===== src/rtl/sha256_pkg.sv =====
// Shared constants and state encoding for the SHA-256 digest output path.
package sha256_pkg;

    localparam int DIGEST_BYTES = 32;
    localparam int DIGEST_W     = DIGEST_BYTES * 8;

    // Beats per digest: one per byte in raw mode, one per nibble in hex mode.
    localparam int RAW_BEATS = DIGEST_BYTES;
    localparam int HEX_BEATS = DIGEST_BYTES * 2;

    // ASCII bases: '0' for digits, 'a' for letters (a-f use base minus 10).
    localparam logic [7:0] ASCII_DIGIT_BASE = 8'h30;
    localparam logic [7:0] ASCII_ALPHA_BASE = 8'h61;

    typedef enum logic {
        ST_IDLE = 1'b0,
        ST_SEND = 1'b1
    } stream_state_e;

endpackage


===== src/rtl/hex_nibble_to_ascii.sv =====
// Combinational nibble to lowercase ASCII hex character encoder.
module hex_nibble_to_ascii
    import sha256_pkg::*;
(
    input  logic [3:0] nibble_i,
    output logic [7:0] ascii_o
);

    // Digits map onto '0'..'9', values ten and up onto 'a'..'f'.
    always_comb begin
        if (nibble_i < 4'd10) begin
            ascii_o = ASCII_DIGIT_BASE + {4'b0000, nibble_i};
        end else begin
            ascii_o = (ASCII_ALPHA_BASE - 8'd10) + {4'b0000, nibble_i};
        end
    end

endmodule


===== src/rtl/sha256_digest_streamer.sv =====
// Captures a SHA-256 digest on the rising edge of digest_valid and streams it
// MSB first over an 8-bit valid/ready port, as raw bytes or lowercase hex.
//
// Handshake: out_valid, out_data and out_last come only from registers. A beat
// transfers on a rising edge where out_valid and out_ready are both high; while
// out_valid is high and out_ready low, every output and internal state holds.
module sha256_digest_streamer
    import sha256_pkg::*;
(
    input  logic                clk,
    input  logic                rst,
    input  logic [DIGEST_W-1:0] digest_in,
    input  logic                digest_valid,
    input  logic                hex_mode,
    output logic [7:0]          out_data,
    output logic                out_valid,
    input  logic                out_ready,
    output logic                out_last,
    output logic                busy,
    output logic                overrun
);

    stream_state_e       state_q, state_d;
    logic [DIGEST_W-1:0] sreg_q, sreg_d;
    logic                mode_q, mode_d;
    logic [5:0]          cnt_q, cnt_d;
    logic                dv_prev_q;
    logic                overrun_q, overrun_d;

    logic       capture;
    logic       send;
    logic       last_beat;
    logic       handshake;
    logic [5:0] final_cnt;
    logic [7:0] hex_char;

    assign capture   = digest_valid & ~dv_prev_q;
    assign send      = (state_q == ST_SEND);
    assign final_cnt = mode_q ? 6'(HEX_BEATS - 1) : 6'(RAW_BEATS - 1);
    assign last_beat = send && (cnt_q == final_cnt);
    assign handshake = send && out_ready;

    // The top nibble of the shift register is always the next hex character;
    // the nibble phase falls out of shifting by four per beat.
    hex_nibble_to_ascii u_hex (
        .nibble_i (sreg_q[DIGEST_W-1 -: 4]),
        .ascii_o  (hex_char)
    );

    assign out_data  = mode_q ? hex_char : sreg_q[DIGEST_W-1 -: 8];
    assign out_valid = send;
    assign out_last  = last_beat;
    assign busy      = send;
    assign overrun   = overrun_q;

    // State and datapath registers with asynchronous reset.
    always_ff @(posedge clk or posedge rst) begin
        if (rst) begin
            state_q   <= ST_IDLE;
            sreg_q    <= '0;
            mode_q    <= 1'b0;
            cnt_q     <= '0;
            dv_prev_q <= 1'b0;
            overrun_q <= 1'b0;
        end else begin
            state_q   <= state_d;
            sreg_q    <= sreg_d;
            mode_q    <= mode_d;
            cnt_q     <= cnt_d;
            dv_prev_q <= digest_valid;
            overrun_q <= overrun_d;
        end
    end

    // Next-state: capture in IDLE, shift out on handshakes in SEND, flag
    // any capture event that arrives while a stream is still in flight.
    always_comb begin
        state_d   = state_q;
        sreg_d    = sreg_q;
        mode_d    = mode_q;
        cnt_d     = cnt_q;
        overrun_d = overrun_q;
        case (state_q)
            ST_IDLE: begin
                if (capture) begin
                    sreg_d  = digest_in;
                    mode_d  = hex_mode;
                    cnt_d   = '0;
                    state_d = ST_SEND;
                end
            end
            ST_SEND: begin
                if (capture) begin
                    overrun_d = 1'b1;
                end
                if (handshake) begin
                    if (mode_q) begin
                        sreg_d = {sreg_q[DIGEST_W-5:0], 4'h0};
                    end else begin
                        sreg_d = {sreg_q[DIGEST_W-9:0], 8'h00};
                    end
                    cnt_d = cnt_q + 6'd1;
                    if (last_beat) begin
                        state_d = ST_IDLE;
                    end
                end
            end
            default: state_d = ST_IDLE;
        endcase
    end

endmodule


===== config.mk =====
export PLATFORM = sky130hd
export DESIGN_NAME = sha256_digest_streamer
export DESIGN_NICKNAME = d
export VERILOG_FILES = /design/src/rtl/sha256_pkg.sv /design/src/rtl/hex_nibble_to_ascii.sv /design/src/rtl/sha256_digest_streamer.sv
export SDC_FILE = /design/constraint.sdc
export NUM_CORES = 1
export LEC_CHECK = 0
export CORE_MARGIN = 10
export CORE_UTILIZATION = 45
export DETAILED_ROUTE_END_ITERATION = 7
export PLACE_DENSITY_LB_ADDON = 0.25
export SLEW_MARGIN = 20
export SYNTH_ARGS = -nofsm -noshare
export SYNTH_HDL_FRONTEND = slang
export SYNTH_SLANG_ARGS = --single-unit

===== constraint.sdc =====
create_clock -name clk -period 8.3 [get_ports clk]
set_clock_uncertainty 0.15 [all_clocks]
set_input_delay 1.245 -clock clk [delete_from_list [all_inputs] [get_ports clk]]
set_output_delay 1.245 -clock clk [all_outputs]
set_load 0.05 [all_outputs]

# Word level (Yosys, flattened, before mapping)
# Cells that the tools add are included.
[totals] ff_bits=266 elab_cells=35 inputBits=261 out_inout_bits=12
[classes] addsub=3 bitwise_logic=3 muxes=14 n_reduce_logical=5 magnitude_cmp=1 eq_ne=3
[op_table] cell="256-bit two-way mux" count=3
[op_table] cell="256-bit one-hot mux with 2 select lines" count=1
[op_table] cell="6-bit two-way mux" count=3
[op_table] cell="8-bit two-way mux" count=2
[op_table] cell="6-bit one-hot mux with 2 select lines" count=1
[op_table] cell="7-bit by 4-bit adder with 8-bit output (first input constant)" count=1
[op_table] cell="6-bit by 4-bit adder with 7-bit output (first input constant)" count=1
[op_table] cell="6-bit by 1-bit adder with 6-bit output (second input constant)" count=1
[op_table] cell="6-bit == test" count=1
[op_table] cell="2-bit AND reduction" count=3
[op_table] cell="4-bit < comparator (second input constant)" count=1
[op_table] cell="1-bit two-way mux" count=3
[op_table] cell="1-bit logical AND" count=2
[op_table] cell="2-bit by 1-bit != test with 1-bit output (second input constant)" count=1
[op_table] cell="2-bit != test (second input constant)" count=1
[op_table] cell="1-bit NOT" count=2
[op_table] cell="1-bit one-hot mux with 2 select lines" count=1
[op_table] cell="1-bit bitwise AND" count=1

# Logic depth before layout (Yosys ltp)
[logic_depth] word_depth=6 depth_mapped=6 depth_no_buf=5

# Modules after synthesis
# A second synthesis with hierarchy kept.
[hier_totals] hier_cells=1339 area_unflattened_um2=14151.1
[modules_own_cells] module="sha256_digest_streamer" area_per_inst_um2=14028.5 seq_area_each_um2=6656.4 cells_each=1322 n_inst=1
[modules_own_cells] module="hex_nibble_to_ascii" area_per_inst_um2=122.6 seq_area_each_um2=0.0 cells_each=17 n_inst=1

# Least setup slack after synthesis
# No wires, ideal clock.
[synth_timing] path_kind="register to output" start="register mode_q" end="output out_data[4]" stages_incl_launch_ff=7 arrival_ns=1.931 slack_ns=4.974 path_cell_list="dfrtp_1 buf_2 buf_2 buf_2 buf_2 nor2_1 a31oi_1"
[synth_via] elab_chain_cells=1
[synth_lines] item="start, declared" line="sha256_digest_streamer.sv:25" source="logic mode_q, mode_d;"
[synth_lines] item="start signal, assigned" line="sha256_digest_streamer.sv:68" source="mode_q <= mode_d;"
[synth_lines] item="8-bit two-way mux" line="sha256_digest_streamer.sv:50" source="assign out_data = mode_q ? hex_char : sreg_q[DIGEST_W-1 -: 8];"
[synth_lines] item="end, declared" line="sha256_digest_streamer.sv:15" source="output logic [7:0] out_data,"
# Every way passes these cells.

# Final worst setup path
[layout_timing] start="register mode_q" end="output out_last"
[layout_via] elab_chain_cells=3
[layout_lines] item="6-bit two-way mux" line="sha256_digest_streamer.sv:39" source="assign final_cnt = mode_q ? 6'(HEX_BEATS - 1) : 6'(RAW_BEATS - 1);"
[layout_lines] item="6-bit == test" line="sha256_digest_streamer.sv:40" source="assign last_beat = send && (cnt_q == final_cnt);"
[layout_lines] item="1-bit logical AND" line="sha256_digest_streamer.sv:40"
[layout_lines] item="end, declared" line="sha256_digest_streamer.sv:18" source="output logic out_last,"
# Every way passes these cells.

==> qor.txt <==
total gr overflow -> 0
register area share after synthesis -> 0.480
Post-Syn Instances -> 1330
clk buf depth -> 3
Die Wd -> 196 µm
post-synthesis mux area share -> 0.141
TritonCTS clock tree -> yes
FF-to-FF setup slack -> 4.76 ns
largest net degree at the start of global routing -> 145
Critical Path End Type -> output port
n_diodes -> 0
Tcrit/Tclk final -> 0.545
Post-DRT Antenna Nets -> 0
Core Footprint -> 0.0305 mm²
YS warnings -> 0
Synth Area in Compound Gates -> 0.223
fin cells -> 1940
PwrDens -> 269 mW/mm²
Overall Power -> 0.00477 W
type of the worst min-delay path -> register to register
PortBufs -> 272
worst vdd ir -> 187 µV
full die area -> 0.0382 mm²
WS Path Type -> register to output port
Final Max Slew Viols -> 0
CP Data Arrival Time -> 3.13 ns
worst path required time -> 6.90 ns
Iter 0 DRT Violations -> 992
Worst-Skew Late Latency -> 0.55 ns
first-pass GRT wire length -> 64.4 mm
CTS Buf Count -> 30
Routed WL per cell -> 20.4 µm
area of the mapped netlist -> 0.0139 mm²
routed wire length -> 39.6 mm
top-area cell type share of the netlist area -> 0.480
Crit Path Max Fanout -> 70
placed insts -> 1885
H-tree levels -> 1
Tot GR Track Use -> 0.198
synthesized net count -> 1593
DRT Pass-1 Iters -> 5
P&R area growth vs syn -> 27.8%
final instance area -> 0.0177 mm²
DR DRC count -> 0
RSZ-0062 raised after global routing -> false
Static Leak -> 7.43 nW
simple-gate share of the synthesized area -> 0.107
Hold Fails Final Rpt -> 0
initial antenna violation count -> 0
Slew headroom -> 0.267
MaxCap Viol Count -> 0
most common cell after layout, fill and taps aside -> clkdlybuf4s50_1
Synth area leader -> dfrtp_1
num ports -> 273
row count -> 64
CP startpoint kind -> register
actual slew at the worst max-slew pin -> 1.10 ns
vias in the first global route -> 11800
worst r2r path cells -> 5
Post-Synth Adder-Cell Area -> 0.00181
fmax -> 221 MHz
Initial Util -> 0.454
Setup TNS -> 0 ns
cell area after placement -> 0.0166 mm²
vias post-DR -> 11600
Final Setup Violations -> 0
largest family of logic cells by synthesized area -> compound AO/OA/AOI/OAI gates
# nets final -> 1785
Avg Vias per Cell -> 5.96
min Tclk post-route -> 4.52 ns
most frequent cells in the layout -> 272 x clkdlybuf4s50_1, 265 x dfrtp_1, 198 x nor2_1
fraction of layout cells with a size suffix above 1 -> 0.0492
fin util -> 0.581
Synth Register Bits -> 266
status -> finished clean
die height -> 196 µm
Hold-fix buffers, CTS -> 0
Synth area leaders -> dfrtp_1 48%, mux2i_1 14%, a221o_1 14%, nor2_1 5.4%, a211oi_1 3.0%
Clock transition at path regs -> 0.06 ns
WHS Path Cells -> 1
XOR/XNOR share of the synthesized area -> 0.00190
# resized after CTS -> 0
GPL Wtd Cong -> 0.816
Post-DP HPWL -> 25.0 mm
Cell variety after synth -> 36
Clock Sinks -> 266
post-CTS setup buffer count -> 0
clock root buffer -> clkbuf_16
Avg Cell Area, Syn -> 10.4 µm²
## metal layers
layer | global-route usage | share of wire | vias up
li1 | - | - | 5381
met1 | 0.286 | 0.46 | 5772
met2 | 0.301 | 0.46 | 362
met3 | 0.0379 | 0.058 | 44
met4 | 0.0427 | 0.020 | 0
met5 | 0 | 0 | -
## critical path, cell delays in order, from the launching register on
cell and delay, ns:
dfrtp_4 1.03, xor2_1 0.15, nor3b_1 0.29, and2_1 0.18, clkdlybuf4s50_1 0.91
## cell type report
class / instances / area, µm²
fillers: 2625 / 12800
flip-flops and latches: 266 / 6660
multi-input cells: 931 / 6610
repair buffers: 289 / 2880
clock buffers: 42 / 877
well taps: 396 / 495
clock inverters: 12 / 185
inverters: 4 / 18.8
## power by group
part	leakage, nW	internal (W)	switching [W]
clock	0.529	0.000885	0.000537
combinational	3.50	0.000698	0.000600
sequential	3.40	0.00169	0.000365
## stage by stage
step | worst slack [ns] | hold WS (ns)
2_1_floorplan | 3.39 | 0.305
3_3_place_gp | 3.64 | 0.323
5_1_grt | 3.53 | 0.397
3_5_place_dp | 3.61 | 0.347
6_report | 3.78 | 0.357
4_1_cts | 3.68 | 0.361
## state kept, by name, summed over array words and instances, names as in the netlist
signal	count
cnt_q	6
dv_prev_q	1
overrun	1
mode_q	1
busy	1
sreg_q	256
## final timing paths
| check | startpoint | end |
|---|---|---|
| max in group asynchronous | rst | mode_q$_DFFE_PP0P_ |
| min reg2reg | cnt_q[3]$_DFFE_PP0P_ | cnt_q[3]$_DFFE_PP0P_ |
| max reg2reg | mode_q$_DFFE_PP0P_ | sreg_q[98]$_DFFE_PP0P_ |
| max | mode_q$_DFFE_PP0P_ | out_last |
| min | cnt_q[3]$_DFFE_PP0P_ | cnt_q[3]$_DFFE_PP0P_ |
| min in group asynchronous | rst | sreg_q[246]$_DFFE_PP0P_ |
## Yosys cell counts
| cell | count |
|---|---|
| dfrtp_1 | 266 |
| nor2_1 | 199 |
| mux2i_1 | 193 |
| a221o_1 | 192 |
| o21ai_0 | 84 |
| nand2_1 | 64 |
| nor2b_1 | 61 |
| buf_2 | 60 |
| a211oi_1 | 56 |
| clkbuf_1 | 44 |
| o21ai_1 | 34 |
| buf_1 | 16 |
| a21oi_1 | 8 |
| nand3_1 | 7 |
| a22o_1 | 5 |
| a31oi_1 | 5 |
| buf_6 | 5 |
| buf_4 | 4 |
| inv_1 | 4 |
| and2_1 | 2 |
| ha_1 | 2 |
| mux2_2 | 2 |
| nand4_1 | 2 |
| o211ai_1 | 2 |
| xor2_1 | 2 |
| a21o_1 | 1 |
| and4b_1 | 1 |
| nor3_1 | 1 |
| nor3b_1 | 1 |
| nor3b_2 | 1 |
| o21bai_1 | 1 |
| o31ai_1 | 1 |
| or2_2 | 1 |
| or3b_1 | 1 |
| or4_1 | 1 |
| xnor2_1 | 1 |
## kinds of logic (layout without fill, tap and decap cells)
kind of cell / Yosys count / in the layout
compound gates: 389 / 389
xor+xnor: 3 / 3
fa+ha+maj: 2 / 2
buf+inv: 133 / 347
flops: 266 / 266
mux: 195 / 195
simple gates: 342 / 342
No activity file was read; power rests on OpenSTA's default activity.
